File: src/rtl/control_filtro_pb5000_pkg.sv
// Shared constants for the filtropb5000 controllers: FSM states, mux select codes,
// the packed control word and its per-state decode.
package control_filtro_pb5000_pkg;

    localparam int unsigned EN_W    = 7;
    localparam int unsigned SEL_S_W = 3;
    localparam int unsigned SEL_C_W = 2;
    localparam int unsigned SEL_Z_W = 3;

    typedef enum logic [2:0] {
        ST_IDLE = 3'd0,
        ST_S1   = 3'd1,
        ST_S2   = 3'd2,
        ST_S3   = 3'd3,
        ST_S4   = 3'd4,
        ST_S5   = 3'd5,
        ST_S6   = 3'd6
    } state_t;

    localparam logic [SEL_S_W-1:0] SEL_S_ZERO  = 3'd0;
    localparam logic [SEL_S_W-1:0] SEL_S_UK    = 3'd1;
    localparam logic [SEL_S_W-1:0] SEL_S_ACUM1 = 3'd2;
    localparam logic [SEL_S_W-1:0] SEL_S_ACUM2 = 3'd3;
    localparam logic [SEL_S_W-1:0] SEL_S_ACUM3 = 3'd4;

    localparam logic [SEL_C_W-1:0] SEL_C_A1 = 2'd0;
    localparam logic [SEL_C_W-1:0] SEL_C_A2 = 2'd1;
    localparam logic [SEL_C_W-1:0] SEL_C_B0 = 2'd2;
    localparam logic [SEL_C_W-1:0] SEL_C_B1 = 2'd3;

    localparam logic [SEL_Z_W-1:0] SEL_Z_FK  = 3'd0;
    localparam logic [SEL_Z_W-1:0] SEL_Z_FK1 = 3'd1;
    localparam logic [SEL_Z_W-1:0] SEL_Z_FK2 = 3'd2;

    typedef struct packed {
        logic [EN_W:1]      en;
        logic [SEL_S_W-1:0] sel_s;
        logic [SEL_C_W-1:0] sel_c;
        logic [SEL_Z_W-1:0] sel_z;
        logic               busy;
        logic               yk_valid;
    } ctrl_t;

    // One MAC per state: resultado = muxS + muxC * muxZ, written to the enabled register.
    function automatic ctrl_t decode_state(input state_t st);
        ctrl_t c;
        c      = '0;
        c.busy = (st != ST_IDLE);
        case (st)
            ST_S1: begin c.sel_s = SEL_S_UK;    c.sel_c = SEL_C_A1; c.sel_z = SEL_Z_FK1; c.en[5] = 1'b1; end
            ST_S2: begin c.sel_s = SEL_S_ACUM1; c.sel_c = SEL_C_A2; c.sel_z = SEL_Z_FK2; c.en[2] = 1'b1; end
            ST_S3: begin c.sel_s = SEL_S_ZERO;  c.sel_c = SEL_C_B0; c.sel_z = SEL_Z_FK;  c.en[6] = 1'b1; end
            ST_S4: begin c.sel_s = SEL_S_ACUM2; c.sel_c = SEL_C_B1; c.sel_z = SEL_Z_FK1; c.en[7] = 1'b1; end
            ST_S5: begin c.sel_s = SEL_S_ACUM3; c.sel_c = SEL_C_B0; c.sel_z = SEL_Z_FK2; c.en[1] = 1'b1; end
            ST_S6: begin c.en[3] = 1'b1; c.en[4] = 1'b1; c.yk_valid = 1'b1; end
            default: ;
        endcase
        return c;
    endfunction

endpackage

File: src/rtl/control_filtro_pb5000_divisor_muestreo.sv
// Sample-rate divider: free-running counter gated by run, one-cycle tick every SAMPLE_DIV clocks.
module control_filtro_pb5000_divisor_muestreo #(
    parameter int unsigned SAMPLE_DIV = 2000,
    parameter int unsigned DIV_W      = 16
) (
    input  logic clk,
    input  logic reset,
    input  logic run,
    output logic tick_c
);

    if (SAMPLE_DIV < 8 || (64'd1 << DIV_W) < 64'(SAMPLE_DIV)) begin : g_cfg_err
        $error("divisor_muestreo: SAMPLE_DIV must be >= 8 and representable in DIV_W bits");
    end

    localparam logic [DIV_W-1:0] CNT_LAST = DIV_W'(SAMPLE_DIV - 1);

    logic [DIV_W-1:0] cnt;

    assign tick_c = run && (cnt == CNT_LAST);

    // Dropping run restarts the sample period from zero.
    always_ff @(posedge clk) begin
        if (reset || !run || tick_c) begin
            cnt <= '0;
        end else begin
            cnt <= cnt + DIV_W'(1);
        end
    end

endmodule

File: src/rtl/control_filtro_pb5000.sv
// Controller for the filtropb5000 datapath: six-step MAC sequence per sample tick.
// Build option FILTRO_EXT_TICK_EN replaces the divider with ext_tick and adds a sticky overrun flag.
module control_filtro_pb5000
    import control_filtro_pb5000_pkg::*;
#(
    parameter int unsigned SAMPLE_DIV = 2000,
    parameter int unsigned DIV_W      = 16
) (
    input  logic                clk,
    input  logic                reset,
    input  logic                run,
`ifdef FILTRO_EXT_TICK_EN
    input  logic                ext_tick,
    output logic                overrun,
`endif
    output logic                en1,
    output logic                en2,
    output logic                en3,
    output logic                en4,
    output logic                en5,
    output logic                en6,
    output logic                en7,
    output logic [SEL_S_W-1:0]  selmuxS,
    output logic [SEL_C_W-1:0]  selmuxC,
    output logic [SEL_Z_W-1:0]  selmuxZ,
    output logic                busy,
    output logic                yk_valid
);

    state_t state, state_next;
    ctrl_t  ctrl_q, ctrl_next;
    logic   tick_c;

`ifdef FILTRO_EXT_TICK_EN
    logic overrun_q, overrun_next;

    assign tick_c  = run & ext_tick;
    assign overrun = overrun_q;
`else
    control_filtro_pb5000_divisor_muestreo #(
        .SAMPLE_DIV (SAMPLE_DIV),
        .DIV_W      (DIV_W)
    ) u_divisor (
        .clk    (clk),
        .reset  (reset),
        .run    (run),
        .tick_c (tick_c)
    );
`endif

    always_ff @(posedge clk) begin
        if (reset) begin
            state  <= ST_IDLE;
            ctrl_q <= '0;
`ifdef FILTRO_EXT_TICK_EN
            overrun_q <= 1'b0;
`endif
        end else begin
            state  <= state_next;
            ctrl_q <= ctrl_next;
`ifdef FILTRO_EXT_TICK_EN
            overrun_q <= overrun_next;
`endif
        end
    end

    // Outputs are the decode of the next state, registered so they line up with state.
    always_comb begin
        state_next = state;
        ctrl_next  = '0;
`ifdef FILTRO_EXT_TICK_EN
        overrun_next = overrun_q | (tick_c & (state != ST_IDLE));
`endif
        case (state)
            ST_IDLE: if (tick_c) state_next = ST_S1;
            ST_S1:   state_next = ST_S2;
            ST_S2:   state_next = ST_S3;
            ST_S3:   state_next = ST_S4;
            ST_S4:   state_next = ST_S5;
            ST_S5:   state_next = ST_S6;
            ST_S6:   state_next = ST_IDLE;
            default: state_next = ST_IDLE;
        endcase
        ctrl_next = decode_state(state_next);
    end

    assign en1      = ctrl_q.en[1];
    assign en2      = ctrl_q.en[2];
    assign en3      = ctrl_q.en[3];
    assign en4      = ctrl_q.en[4];
    assign en5      = ctrl_q.en[5];
    assign en6      = ctrl_q.en[6];
    assign en7      = ctrl_q.en[7];
    assign selmuxS  = ctrl_q.sel_s;
    assign selmuxC  = ctrl_q.sel_c;
    assign selmuxZ  = ctrl_q.sel_z;
    assign busy     = ctrl_q.busy;
    assign yk_valid = ctrl_q.yk_valid;

endmodule
File: config.mk
export PLATFORM = sky130hd
export DESIGN_NAME = control_filtro_pb5000
export DESIGN_NICKNAME = d
export VERILOG_FILES = /design/src/rtl/control_filtro_pb5000_pkg.sv /design/src/rtl/control_filtro_pb5000_divisor_muestreo.sv /design/src/rtl/control_filtro_pb5000.sv
export SDC_FILE = /design/constraint.sdc
export NUM_CORES = 1
export LEC_CHECK = 0
export CAP_MARGIN = 25
export CORE_MARGIN = 3
export CORE_UTILIZATION = 47
export DETAILED_ROUTE_END_ITERATION = 12
export PLACE_DENSITY = 0.78
export SYNTH_ARGS = -nofsm -noshare
export SYNTH_HDL_FRONTEND = slang
export SYNTH_HIERARCHICAL = 1
export SYNTH_SLANG_ARGS = --single-unit
File: constraint.sdc
create_clock -name clk -period 3.4 [get_ports clk]
set_input_delay 0.68 -clock clk [delete_from_list [all_inputs] [get_ports clk]]
set_output_delay 0.68 -clock clk [all_outputs]
set_load 0.005 [all_outputs]
======== Word-level counts from Yosys, hierarchy flattened ========
Cells that the tools add are included.
Widths: inputs -> output; s select.
word-level totals
  ROM bits ................................ 0
  latch bits .............................. 0
  memory bits (writable) .................. 0
  register bits ........................... 36
  memories kept ........................... 0
  logic and storage cells ................. 37
operators by class
  divide/modulo/power cells ............... 0
  equal/unequal tests ..................... 12
  multiplexer cells ....................... 10
  shifts and indexed selects .............. 0
  order comparisons ....................... 0
  reductions and logical operators ........ 6
  bitwise logic cells ..................... 0
  $add $sub $neg .......................... 1
  multipliers ............................. 0
operators by type and width
  operator               number
  $pmux 8 s5             1
  $pmux 3 s6             1
  $add 16x1->16 const B  1
  $eq 16x11->1 const B   1
  $eq 3x3->1 const B     5
  $eq 3x2->1 const B     4
  $eq 3x1->1 const B     2
  $mux 1                 6
  $logic_not 3->1        1
  $mux 3                 1
  $reduce_bool 3->1      1
  $logic_or 1x1->1       2
  $mux 2                 1
  $logic_and 1x1->1      1
  $logic_not 1->1        1

======== Logic depth before layout (Yosys ltp) ========
Gate-level depths: netlist of the first run.
  word-level depth ........................ 6
  depth in mapped cells ................... 5
  gate-level depth less buffers ........... 5

======== Cells and area by module ========
Netlist of the first run, hierarchy kept.
by module, submodules not included
  module                                  times used  area each (um^2)  cells each
  control_filtro_pb5000_divisor_muestreo  1           720.7             80
  control_filtro_pb5000                   1           528.0             52

======== Worst setup path before layout of the first run ========
No wires, ideal clock.
  kind .................................... input to register
  start ................................... in run
  end ..................................... reg ctrl_q (netlist bit selmuxS[0])
  arrival ................................. 1.855 ns
  setup time .............................. 0.079 ns
  setup slack ............................. 1.466 ns
  stages on the path ...................... 5
  path buffers ............................ 0
  cell sequence ........................... nor4b_2 nand4_1 nor3_1 or3b_1 a211oi_2
on the way
  cells in the longest elaborated chain, start to end .. 5
  elaborated cells between the ends (all ways) .. 9
  classes of those cells .................. eq/ne: 5; mux: 3; reduce/logical: 1
ends and longest elaborated chain
  what                                line                                          RTL
  from (decl)                         control_filtro_pb5000.sv:11                   input logic run,
  $logic_and 1x1->1 *                 control_filtro_pb5000_divisor_muestreo.sv:20  assign tick_c = run && (cnt == CNT_LAST);
  via tick_c                          control_filtro_pb5000.sv:32                   logic tick_c;
  $mux 3 *                            control_filtro_pb5000.sv:75                   ST_IDLE: if (tick_c) state_next = ST_S1;
  $pmux 3 s6 *                        control_filtro_pb5000.sv:74                   case (state)
  $eq 3x3->1 (tied with other cells)  control_filtro_pb5000_pkg.sv:49               case (st)
  $pmux 8 s5 *                        control_filtro_pb5000_pkg.sv:49
  to (signal assigned)                control_filtro_pb5000.sv:60                   ctrl_q <= ctrl_next;
  to (decl)                           control_filtro_pb5000.sv:31                   ctrl_t ctrl_q, ctrl_next;
Mark *: on every way through the listed nets, which the timed path passes. The rest lies on a longest branch.
A chain may end at the register's enable or synchronous reset.

======== Worst setup path in the final report of the first run ========
Same ends and word-level chain as after synthesis.

==> flow_summary.ini, run 1 <==
[power_and_ir_drop]
switching_share = 0.220
cell_internal_pwr_mw = 0.431
p_total_mw = 0.553
static-leakage-power_nw = 0.459
share_clk_of_total_power = 0.337
sequentialPowerShare = 0.640
p_per_area_nw_per_um2 = 385
sw_pwr_mw = 0.122
combPwrFrac = 0.023
ir_worst_vdd_uv = 326

[clocking]
cts-hold-fix-buffers = 0
cts.repair_timing.setup_buffer_count = 0
htreeDepth = 2
total_number_of_clock_tree_sinks = 30
post_cts_resize_count = 0
tritoncts = yes
clock_insertion_delay_worst_skew_ns = 0.32
clock_tree.buffer_depth = 2
clk_pin_slew_worst_paths_ns = 0.09
tritoncts.num_buffers = 5
cell_chosen_for_the_clock_root = clkbuf_4

[floorplan]
ports_placed_on_the_boundary = 20
start_util = 0.499
placeableCoreArea_um2 = 2500
floorplan.die.width_um = 57.5
die_footprint_um2 = 3310
floorplan.rows = 18
die_height_um = 57.5

[drt]
dr.pass1.iters = 4
detail_route.wl_per_cell_um = 11.6
route.detailed.drc = 0
drt_wirelength_um = 2030
detail-route-antenna-nets = 0
drt_iter0_markers = 10
viasPerCell = 5.19
via_count = 913

[placement]
placer_congestion_estimate = 0.789
port-buffer-count = 18
detailed_place_hpwl_um = 1460
dp_slack_ns = 0.746
placement.cell_area_um2 = 1390
place.detailed.instances = 169

[global_route]
grt_pass1_wl_um = 3700
maximum_number_of_pins_on_one_net_before_global_route_repair = 17
grt_pass1_vias = 895
grt_util_all_layers = 0.145
grt-ovfl-total = 0
antenna_found_initial = 0

[min_path]
min_path_type = reg -> reg

[logic_synthesis]
seq_area_frac_synth = 0.481
most_instantiated_library_cell_after_synthesis = dfxtp_1
syn_area_per_cell_um2 = 9.46
cells_taking_the_most_area_after_synthesis = dfxtp_1 48%, xnor2_1 8.4%, nor2_1 6.0%, nor3_1 4.4%, buf_4 4.2%
synth_enable_flop_cells = 0
ys.warnings.count = 6
synth.largest_area_cell = dfxtp_1
synth_top_area_share = 0.481
synth-async-reset-ratio = 0
yosys.cell_types.count = 26
syn-instance-count = 132
synth_seq_cells = 30
yosys_most_used_dff = dfxtp_1
synth_nets = 136
synthesis.area_um2 = 1250
synthTopCellsByCount = 30 x dfxtp_1, 20 x nor2_1, 12 x xnor2_1

[setup_path]
cp_slowest_stage_delay_ns = 0.53
startpoint_type = input port
worstSetupEndpointType = flip-flop
worst_ep_arrival_time_ns = 2.57
critPathKind = in -> reg
worst-path-max-fanout = 3
critical-path-top-delay-family = simple AND/OR/NAND/NOR gates
cp_cell_sequence = clkdlybuf4s50_1, nor4b_2, nand4_1, nor3_1, or3b_1, a211oi_2
worstPathBufferInverterCount = 1
crit_required_ns = 3.64
crit_path_top_delay_cell = clkdlybuf4s50_1

[timing]
report.final.hold_viol_count = 0
layout_worst_path_cycle_share = 0.686
worst_pin_slew_ns = 0.665
finalWorstSetupSlack_ns = 1.07
max_freq_ghz = 0.429
setup-tns-final_ns = 0
report.final.setup_viol = 0
slew_viol_final = 0
finalClockSkew_ns = 0.00653
worst_slew_margin_rel = 0.556
min_period_ns = 2.33
unrepaired_setup_endpoints_after_global_routing = no

[job]
drv.max_cap_violation_count = 0

[cells_and_area]
antenna_cells_inserted = 0
layout_stage_area_growth_over_the_synthesis_result_pct = 14.9
post_layout_nonfiller_instances = 176
layout.nets = 150
final_cell_area_um2 = 1440
fillCellCount = 235
layout-drive-gt1-share = 0.0753

[status]
result_of_the_run = finished clean
power groups by stage:
stage / Sequential [mW] / Combinational (mW) / Clock (mW)
after global placement: 0.362 / 0.0123 / 0
final: 0.354 / 0.0126 / 0.187
after detailed placement: 0.362 / 0.0127 / 0
after floorplan: 0.362 / 0.0103 / 0
after CTS: 0.354 / 0.0127 / 0.197
after global routing: 0.354 / 0.0139 / 0.209
sequential cells by signal, indices dropped and copies added (netlist names):
name,count
en5,1
busy,1
state,3
u_divisor/cnt,16
en7,1
en4,1
selmuxZ,1
en6,1
selmuxC,1
en2,1
selmuxS,3
layout by cell type, fill, tap and decap left out, drive strengths merged, types with 2 or more instances in the layout:
master / n
dfxtp: 30
nor2: 20
clkdlybuf4s50: 18
xnor2: 12
nor3: 11
nand3: 7
inv: 5
nor4: 5
clkbuf: 5
nand2b: 4
nand4: 4
or3b: 3
a21oi: 3
nand2: 3
xor2: 3
clkinv: 2
and3: 2
cell type report:
cell class / count / area (um^2) / share of cell area
Clock buffer: 5 / 37.5 / 0.0262
Clock inverter: 2 / 10.0 / 0.00697
Inverter: 5 / 18.8 / 0.0131
Multi-Input combinational cell: 86 / 551 / 0.384
Sequential cell: 30 / 601 / 0.418
Tap cell: 30 / 37.5 / 0.0262
Timing Repair Buffer: 18 / 180 / 0.126
routing by layer:
| metal | up-vias | GRT usage | routed length (um) |
|---|---|---|---|
| met5 | - | 0 | 0 |
| met4 | 0 | 0.0894 | 51 |
| met3 | 7 | 0.0475 | 143 |
| met2 | 29 | 0.237 | 978 |
| met1 | 408 | 0.161 | 861 |
| li1 | 469 | - | - |
kinds of logic after synthesis:
kind of cell,synth area share
flops,0.481
fa+ha+maj,0.0100
other cells,0.00300
compound gates,0.0621
xor+xnor,0.105
buf+inv,0.0782
simple gates,0.261
stage by stage:
stage | hold slack (ns) | util
floorplan | 0.452 | -
global placement | 0.477 | 0.555
detailed placement | 0.504 | 0.555
CTS | 0.519 | 0.574
global route | 0.532 | 0.574
finish | 0.516 | 0.574
path summary, 6_finish.rpt:
check / start / end / slack [ns] / depth (start not counted)
worst min register to register: u_divisor/cnt[0]$_SDFF_PP0_ / u_divisor/cnt[0]$_SDFF_PP0_ / 0.52 / 1
worst max-delay path: run / selmuxS[0]$_SDFF_PP0_ / 1.07 / 6
worst max register to register: u_divisor/cnt[0]$_SDFF_PP0_ / selmuxS[0]$_SDFF_PP0_ / 1.48 / 5
worst min-delay path: u_divisor/cnt[0]$_SDFF_PP0_ / u_divisor/cnt[0]$_SDFF_PP0_ / 0.52 / 1
Power figures use the tool's default switching activity.
==> inputs of run 2 (changes only) <==
clock period = 2.25 ns   (was 3.4 ns; I/O delays follow)
==> run 2 against run 1 <==
  * Count of clock-buffer cells in the layout up 3
  * Final area grew 4.3%
  * First-iteration DRC count decreased by 30%
  * Combinational power up 81%
  * Register-to-register slack got worse by 1.1 ns
  * Routed wire length increased by 5.7%
  * Critical endpoint unchanged
  * Highest routed layer unchanged
==> flow_summary.ini, run 2 (synthesized netlist as in run 1, its figures left out) <==
[status]
result_of_the_run = finished clean

[drt]
met3_wirelength_um = 152
detail-route-antenna-nets = 0
drt_iter0_markers = 7
viasPerCell = 5.13
route.detailed.drc = 0
detail_route.wl_per_cell_um = 11.9
m1WireLength_um = 879
dr.pass1.iters = 4
via_count = 928
routed.top_layer = met4
met2_length_um = 1080
drt_wirelength_um = 2150

[power_and_ir_drop]
share_clk_of_total_power = 0.409
static-leakage-power_nw = 0.491
sequentialPowerShare = 0.567
cell_internal_pwr_mw = 0.756
p_total_mw = 0.943
sw_pwr_mw = 0.187
switching_share = 0.198
ir_worst_vdd_uv = 440
p_per_area_nw_per_um2 = 630
combPwrFrac = 0.024

[setup_path]
worst_ep_arrival_time_ns = 2.19
crit_path_start = run
worstReg2RegStart = u_divisor/cnt[0]$_SDFF_PP0_
crit_path_end = selmuxS[0]$_SDFF_PP0_
reg2reg_setup_slack_ns = 0.36
timing.reg2reg.worst_path_depth = 5
worst_r2r_endpoint = selmuxS[0]$_SDFF_PP0_
worstSetupEndpointType = flip-flop
worst-path-max-fanout = 3
crit_required_ns = 2.50
critPathKind = in -> reg
startpoint_type = input port

[cells_and_area]
layout-drive-gt1-share = 0.106
layout_common_cells = 30 x dfxtp_1, 20 x nor2_1, 18 x clkdlybuf4s50_1
antenna_cells_inserted = 0
layout_stage_area_growth_over_the_synthesis_result_pct = 19.8
layout.nets = 154
largest_register_ffs = 16
finalCoreUtilization = 0.599
post_layout_nonfiller_instances = 181
layout.cells.most_common = dfxtp_1
registers.top_by_ff_count = u_divisor/cnt

[min_path]
min_path_type = reg -> reg
worstHoldPathCells = 1

[clocking]
tritoncts.num_buffers = 5
total_number_of_clock_tree_sinks = 30
clk_pin_slew_worst_paths_ns = 0.09
cell_chosen_for_the_clock_root = clkbuf_4
clock_insertion_delay_worst_skew_ns = 0.32
cts-hold-fix-buffers = 0
clock_tree.buffer_depth = 2
tritoncts = yes
htreeDepth = 2
post_cts_resize_count = 0
cts.repair_timing.setup_buffer_count = 0

[timing]
finalClockSkew_ns = 0.00487
setup-tns-final_ns = 0
unrepaired_setup_endpoints_after_global_routing = no
report.final.hold_viol_count = 0
report.final.setup_viol = 0
min_period_ns = 1.94
hold_ws_ns = 0.507
slew_viol_final = 0
max_freq_ghz = 0.515
layout_worst_path_cycle_share = 0.864

[placement]
place.detailed.instances = 173
detailed_place_hpwl_um = 1560
placer_congestion_estimate = 0.825
port-buffer-count = 18

[floorplan]
floorplan.die.width_um = 57.5
floorplan.rows = 18
ports_placed_on_the_boundary = 20
die_footprint_um2 = 3310
die_height_um = 57.5
placeableCoreArea_um2 = 2500
start_util = 0.499

[global_route]
grt_pass1_wl_um = 3550
antenna_found_initial = 0
grt-ovfl-total = 0
maximum_number_of_pins_on_one_net_before_global_route_repair = 17
grt_pass1_vias = 875
grt_util_all_layers = 0.146

[job]
drv.max_cap_violation_count = 0
## run 2: worst min-delay path by stage
stage | start | endpoint | slack, ns
after CTS | u_divisor/cnt[0]$_SDFF_PP0_ | u_divisor/cnt[0]$_SDFF_PP0_ | 0.51
after floorplan | u_divisor/cnt[0]$_SDFF_PP0_ | u_divisor/cnt[0]$_SDFF_PP0_ | 0.45
after global placement | u_divisor/cnt[0]$_SDFF_PP0_ | u_divisor/cnt[0]$_SDFF_PP0_ | 0.48
after global routing | u_divisor/cnt[0]$_SDFF_PP0_ | u_divisor/cnt[0]$_SDFF_PP0_ | 0.57
final | u_divisor/cnt[0]$_SDFF_PP0_ | u_divisor/cnt[0]$_SDFF_PP0_ | 0.51
after detailed placement | u_divisor/cnt[0]$_SDFF_PP0_ | u_divisor/cnt[0]$_SDFF_PP0_ | 0.49
## run 2: layer usage
layer,track usage,vias up
li1,-,479
met4,0.113,0
met2,0.260,24
met5,0,-
met3,0.0475,5
met1,0.135,420
## run 2: power by group through the flow
stage	Combinational (mW)	Sequential (mW)	Clock, mW
after floorplan	0.0155	0.547	0
after global placement	0.0225	0.547	0
after detailed placement	0.0228	0.547	0
after CTS	0.0230	0.535	0.403
after global routing	0.0253	0.535	0.429
final	0.0228	0.535	0.386
## run 2: area by class of cell
class	count	area [um^2]
Fill cell	213	1000
Sequential cell	30	601
Multi-Input combinational cell	86	551
Timing Repair Buffer	22	210
Clock buffer	8	78.8
Tap cell	30	37.5
Inverter	5	18.8
## run 2: critical path: stages
cell             delay (ns)
clkdlybuf4s50_1        0.48
nor4b_2                0.18
nand4_1                0.14
nor3_1                 0.30
or3b_1                 0.41
a211oi_2               0.23
## run 2: stage by stage
stage / instance area [um^2] / setup slack, ns
3_5_place_dp: 1420 / -0.0143
4_1_cts: 1500 / 0.322
3_3_place_gp: 1420 / 0.0546
2_1_floorplan: 1250 / 0.546
6_report: 1500 / 0.307
5_1_grt: 1500 / 0.184
==> inputs of run 3 (changes only) <==
--- a/constraint.sdc
+++ b/constraint.sdc
@@ -3,2 +3,2 @@
 set_output_delay 0.45 -clock clk [all_outputs]
-set_load 0.005 [all_outputs]
+set_load 0.05 [all_outputs]
==> results of run 3 <==
The final DEF is identical to that of run 2. Status: finished clean.
Main changes from that run: setup slack after layout 0.307 ns -> 0.289 ns; start point of the critical path run -> en4$_SDFF_PP0_; end point of the critical path selmuxS[0]$_SDFF_PP0_ -> en4; total power 0.943 mW -> 0.946 mW
